### src/rtl/spi_frame_serializer.sv
// SPI mode-0 frame serializer.
// A start pulse latches a parallel word. The word is shifted out MSB-first
// inside a chip-select window, then a one-cycle done pulse is raised.
// A synchronous clear pulse aborts any frame in flight.
module spi_frame_serializer #(
  parameter int DATA_W   = 32,
  parameter int HALF_DIV = 2,
  parameter int CS_SETUP = 2,
  parameter int CS_HOLD  = 2
) (
  input  logic              clk,
  input  logic              rst_n,
  input  logic              ser_reset,
  input  logic              ser_trigger,
  input  logic [DATA_W-1:0] data_in,
  output logic              sclk,
  output logic              sdo,
  output logic              cs_n,
  output logic              busy,
  output logic              done
);

  localparam int BIT_W  = $clog2(DATA_W + 1);
  localparam int DIV_W  = $clog2(HALF_DIV + 1);
  localparam int PH_MAX = (CS_SETUP > CS_HOLD) ? CS_SETUP : CS_HOLD;
  localparam int PH_W   = $clog2(PH_MAX + 1);

  localparam logic [BIT_W-1:0] BIT_LAST   = BIT_W'(DATA_W);
  localparam logic [DIV_W-1:0] DIV_LAST   = DIV_W'(HALF_DIV - 1);
  localparam logic [PH_W-1:0]  SETUP_LAST = PH_W'(CS_SETUP - 1);
  localparam logic [PH_W-1:0]  HOLD_LAST  = PH_W'(CS_HOLD - 1);

  typedef enum logic [1:0] {
    IDLE,
    SETUP,
    SHIFT,
    HOLD
  } state_e;

  state_e            state_q,   state_d;
  logic [DATA_W-1:0] shreg_q,   shreg_d;
  logic [BIT_W-1:0]  bit_cnt_q, bit_cnt_d;
  logic [DIV_W-1:0]  div_cnt_q, div_cnt_d;
  logic [PH_W-1:0]   ph_cnt_q,  ph_cnt_d;
  logic              sclk_q,    sclk_d;
  logic              sdo_q,     sdo_d;
  logic              cs_n_q,    cs_n_d;
  logic              busy_q,    busy_d;
  logic              done_q,    done_d;

  // Next-state and registered-output logic; the clear pulse overrides everything.
  always_comb begin
    state_d   = state_q;
    shreg_d   = shreg_q;
    bit_cnt_d = bit_cnt_q;
    div_cnt_d = div_cnt_q;
    ph_cnt_d  = ph_cnt_q;
    sclk_d    = sclk_q;
    sdo_d     = sdo_q;
    cs_n_d    = cs_n_q;
    busy_d    = busy_q;
    done_d    = 1'b0;

    case (state_q)
      IDLE: begin
        if (ser_trigger) begin
          state_d   = SETUP;
          shreg_d   = data_in;
          sdo_d     = data_in[DATA_W-1];
          cs_n_d    = 1'b0;
          busy_d    = 1'b1;
          sclk_d    = 1'b0;
          bit_cnt_d = '0;
          div_cnt_d = '0;
          ph_cnt_d  = '0;
        end
      end

      SETUP: begin
        if (ph_cnt_q == SETUP_LAST) begin
          state_d   = SHIFT;
          ph_cnt_d  = '0;
          div_cnt_d = '0;
        end else begin
          ph_cnt_d = ph_cnt_q + PH_W'(1);
        end
      end

      SHIFT: begin
        if (div_cnt_q == DIV_LAST) begin
          div_cnt_d = '0;
          sclk_d    = ~sclk_q;
          if (!sclk_q) begin
            bit_cnt_d = bit_cnt_q + BIT_W'(1);
          end else if (bit_cnt_q < BIT_LAST) begin
            shreg_d = {shreg_q[DATA_W-2:0], 1'b0};
            sdo_d   = shreg_q[DATA_W-2];
          end else begin
            sdo_d    = 1'b0;
            state_d  = HOLD;
            ph_cnt_d = '0;
          end
        end else begin
          div_cnt_d = div_cnt_q + DIV_W'(1);
        end
      end

      HOLD: begin
        if (ph_cnt_q == HOLD_LAST) begin
          state_d  = IDLE;
          ph_cnt_d = '0;
          cs_n_d   = 1'b1;
          busy_d   = 1'b0;
          done_d   = 1'b1;
        end else begin
          ph_cnt_d = ph_cnt_q + PH_W'(1);
        end
      end

      default: state_d = IDLE;
    endcase

    if (ser_reset) begin
      state_d   = IDLE;
      shreg_d   = '0;
      bit_cnt_d = '0;
      div_cnt_d = '0;
      ph_cnt_d  = '0;
      sclk_d    = 1'b0;
      sdo_d     = 1'b0;
      cs_n_d    = 1'b1;
      busy_d    = 1'b0;
      done_d    = 1'b0;
    end
  end

  // State and output registers with asynchronous active-low reset.
  always_ff @(posedge clk or negedge rst_n) begin
    if (!rst_n) begin
      state_q   <= IDLE;
      shreg_q   <= '0;
      bit_cnt_q <= '0;
      div_cnt_q <= '0;
      ph_cnt_q  <= '0;
      sclk_q    <= 1'b0;
      sdo_q     <= 1'b0;
      cs_n_q    <= 1'b1;
      busy_q    <= 1'b0;
      done_q    <= 1'b0;
    end else begin
      state_q   <= state_d;
      shreg_q   <= shreg_d;
      bit_cnt_q <= bit_cnt_d;
      div_cnt_q <= div_cnt_d;
      ph_cnt_q  <= ph_cnt_d;
      sclk_q    <= sclk_d;
      sdo_q     <= sdo_d;
      cs_n_q    <= cs_n_d;
      busy_q    <= busy_d;
      done_q    <= done_d;
    end
  end

  assign sclk = sclk_q;
  assign sdo  = sdo_q;
  assign cs_n = cs_n_q;
  assign busy = busy_q;
  assign done = done_q;

endmodule
### config.mk
export PLATFORM = sky130hd
export DESIGN_NAME = spi_frame_serializer
export DESIGN_NICKNAME = d
export VERILOG_FILES = /design/src/rtl/spi_frame_serializer.sv
export SDC_FILE = /design/constraint.sdc
export NUM_CORES = 1
export LEC_CHECK = 0
export CORE_ASPECT_RATIO = 1.2
export CORE_MARGIN = 5
export CORE_UTILIZATION = 58
export DETAILED_ROUTE_END_ITERATION = 8
export GPL_TIMING_DRIVEN = 0
export PLACE_DENSITY = 0.85
export SETUP_SLACK_MARGIN = 0.1
export SYNTH_ARGS = -nofsm -noshare
export SYNTH_HDL_FRONTEND = slang
export SYNTH_SLANG_ARGS = --single-unit
### constraint.sdc
create_clock -name clk -period 3.65 [get_ports clk]
set_clock_uncertainty 0.2 [all_clocks]
set_input_delay 0.73 -clock clk [delete_from_list [all_inputs] [get_ports clk]]
set_output_delay 0.73 -clock clk [all_outputs]
set_load 0.01 [all_outputs]
==> summary.md <==
| Metric | Value |
|---|---|
| Run status | `finished clean` |
| Number of instances in the synthesized netlist | `247` |
| DRC errors left | `0` |
| Most used flip-flop cell after synthesis | `sky130_fd_sc_hd__dfrtp_1` |
| Multi-input gate area | `1460 um^2` |
| Global route overflow | `0` |
| Crit path arrival time | `2530 ps` |
| Total power draw | `2230 uW` |
| Final sum of negative setup slack | `0 ps` |
| Async set-reset flop share out of synthesis | `100%` |
| Dpl hpwl | `4160 um` |
| Detailed-route wire length | `5670 um` |
| Sequential cell area in the final layout | `1200 um^2` |
| Source-to-sink clock delay at the later pin of the worst-skew pair | `310 ps` |
| Clock sink total | `48` |
| Y dimension of the die | `85.5 um` |
| Synthesis-stage register bit count | `48` |
| Post-synthesis cell area | `2760 um^2` |
| Distinct cells, synth | `37` |
| Setup repair after global routing missed its margin | `no` |
| Setup violators final | `0` |
| Count of standard-cell rows | `27` |
| Worst setup EP type | `flop` |
| FILL cells | `347` |
| Final Instance Area | `3370 um^2` |
| Fraction of the yosys area taken by sequential cells | `43.6%` |
| Cell accounting for the most synthesized area | `sky130_fd_sc_hd__dfrtp_1` |
| Max-slew violation count | `0` |
| Via count of the first global-routing pass | `2,145` |
| Share of the clock period used by the worst path | `69.4%` |
| Overall die area | `6240 um^2` |
| Die width | `72.9 um` |
| Area share of the largest cell type after synthesis | `42.7%` |
| Max-cap violation count | `0` |
| Iter 0 DRT Violations | `139` |
| Wire length of the first global-routing pass | `9900 um` |
| TritonCTS buffer count | `5` |
| Per-instance average area after synthesis | `11.2 um^2` |
| Last weighted congestion value of the routability-driven placer | `0.823` |
| Initial DRT Pass Iterations | `4` |
| Initial core utilization | `60.0%` |
| Floorplan Core Area | `4590 um^2` |
| Largest driver fanout on the critical path | `10` |
| Most frequent cell on the critical path | `sky130_fd_sc_hd__buf_2` |
| Initial antenna violation count | `0` |
| Crit-path slowest cell | `sky130_fd_sc_hd__clkdlybuf4s50_1` |
| GRT Overall Usage | `20.1%` |
| Most used standard cells in the synthesized netlist | `sky130_fd_sc_hd__dfrtp_1, sky130_fd_sc_hd__nor2_1, sky130_fd_sc_hd__mux2_4, sky130_fd_sc_hd__mux2i_1, sky130_fd_sc_hd__o21ai_0` |
| Post-route antenna net violation count | `0` |
| Cell types with the largest area share after synthesis | `sky130_fd_sc_hd__dfrtp_1, sky130_fd_sc_hd__mux2_4, sky130_fd_sc_hd__mux2i_1` |
| Number of hold-slack violations in the final timing report | `0` |
| Ys Warns | `0` |
| CTS Root Cell | `sky130_fd_sc_hd__clkbuf_8` |
| Fraction of final layout cells with drive strength greater than 1 | `19.6%` |
| Worst Max-Slew Pin Slew | `596 ps` |
| Post-layout min period | `2530 ps` |
| Maximum frequency from static timing analysis | `0.395 GHz` |
| Min Hold Slack | `120 ps` |
| Count of H-tree levels built during CTS | `2` |
| Number of enable-type register cells in the synthesized netlist | `0` |
| Most frequent cell after synthesis | `sky130_fd_sc_hd__dfrtp_1` |
| PD cells | `662 nW/um^2` |
| Vias after detailed routing | `1,968` |
| Cts-stage hold buffer count | `0` |
| Total Nets Final | `337` |
| Largest net degree at the start of global routing | `36` |
| Cells along the critical path | `clkdlybuf4s50_1 -> buf_2 -> buf_2 -> clkbuf_1 -> nor2_1 -> mux2_4` |
| Crit path required time | `3640 ps` |
| Total placed instance area | `3240 um^2` |
| Antenna cells | `0` |
| TritonCTS clock tree | `yes` |
| Cells resized by post-CTS repair | `0` |
| Hold Crit Class | `in -> async` |
| Clock-pin slew reported for the worst setup and hold paths after clock tree synthesis | `90 ps` |
| Delay of the slowest critical-path stage | `550 ps` |
| Leakage Power | `0.00152 uW` |
| Maximum clock insertion buffer count | `2` |
| Net count after synthesis | `289` |
| Via density | `5.56` |
| Growth of design area from synthesis to finish | `22.3%` |
| Post-CTS repair timing setup buffer count | `0` |
| Category of the critical setup timing path | `in -> reg` |
| Remaining max-slew budget at the tightest pin | `60.3%` |
| Number of buffer cells added on primary ports | `40` |
| IR Drop Worst-Case VDD | `0.424 mV` |
| Wire length per cell after detailed routing | `16.0 um` |
| IO Count | `41` |
| Worst Setup Start Kind | `input pin` |
per-layer routing:
metal  GRT usage, %  up-vias  part of all wire [%]
met1           25.2      966                    43
met2           34.3       38                    52
met5              0        -                     0
li1               -      954                     -
met4           7.38        0                   2.1
met3           3.40       10                   3.6
area by class of cell:
| cell class | instances | share of cell area (%) |
|---|---|---|
| Buffer | 12 | 2.19 |
| Clock buffer | 7 | 2.86 |
| Clock inverter | 1 | 0.891 |
| Inverter | 5 | 0.557 |
| Multi-Input combinational cell | 182 | 43.4 |
| Sequential cell | 48 | 35.7 |
| Tap cell | 58 | 2.15 |
| Timing Repair Buffer | 41 | 12.3 |
worst paths after layout:
| kind | from | to | slack, ps | cells past startpoint |
|---|---|---|---|---|
| worst max-delay path | ser_reset | shreg_q[15]$_DFFE_PN0P_ | 1120 | 6 |
| worst min-delay path | rst_n | shreg_q[16]$_DFFE_PN0P_ | 120 | 1 |
| worst max register to register | state_q[0]$_DFFE_PN0P_ | bit_cnt_q[3]$_DFFE_PN0P_ | 1200 | 7 |
| worst min register to register | bit_cnt_q[3]$_DFFE_PN0P_ | bit_cnt_q[3]$_DFFE_PN0P_ | 300 | 1 |
| max in group asynchronous | rst_n | cs_n$_DFFE_PN1P_ | 2560 | 2 |
| min in group clk | bit_cnt_q[3]$_DFFE_PN0P_ | bit_cnt_q[3]$_DFFE_PN0P_ | 300 | 1 |
worst max-delay path: cells and delay by family:
family / cells / cell delay (ps)
buffers and inverters: 4 / 1410
multiplexers: 1 / 270
AND/OR/NAND/NOR: 1 / 110
sequential cells by signal (all words and copies together), names as in the netlist:
name / flops
busy: 1
done: 1
sclk: 1
ph_cnt_q: 2
cs_n: 1
shreg_q: 31
bit_cnt_q: 6
state_q: 2
sdo: 1
div_cnt_q: 2
power breakdown:
| group | internal (uW) | leakage, uW | total (uW) | switching [uW] |
|---|---|---|---|---|
| sequential | 737 | 0.000631 | 879 | 143 |
| clock | 242 | 0.0000645 | 421 | 180 |
| combinational | 526 | 0.000829 | 930 | 404 |
| total | 1500 | 0.00152 | 2230 | 726 |
cells by family after synthesis:
family | synth area share, %
flops | 43.6
fa+ha+maj | 2.72
mux | 28.1
buf+inv | 3.36
compound gates | 7.40
simple gates | 14.8
cell usage in the layout, fill, tap and decap left out, types with 7 or more instances in the layout:
master                             n
sky130_fd_sc_hd__nand2b_1          7
sky130_fd_sc_hd__clkbuf_8          7
sky130_fd_sc_hd__nand2_1           8
sky130_fd_sc_hd__mux2_4           30
sky130_fd_sc_hd__mux2i_1          30
sky130_fd_sc_hd__nand3_1           7
sky130_fd_sc_hd__o21ai_0          12
sky130_fd_sc_hd__nor2_1           40
sky130_fd_sc_hd__clkdlybuf4s50_1  39
sky130_fd_sc_hd__a21oi_1           7
sky130_fd_sc_hd__dfrtp_1          47
through the flow:
step	setup slack (ps)	cells	util, %
6_report	1120	354	73.4
4_1_cts	1120	354	73.4
3_5_place_dp	800	346	70.6
3_3_place_gp	300	345	70.3
2_1_floorplan	1510	247	-
5_1_grt	940	354	73.4
Note: power is estimated with default switching activity, not from simulation.
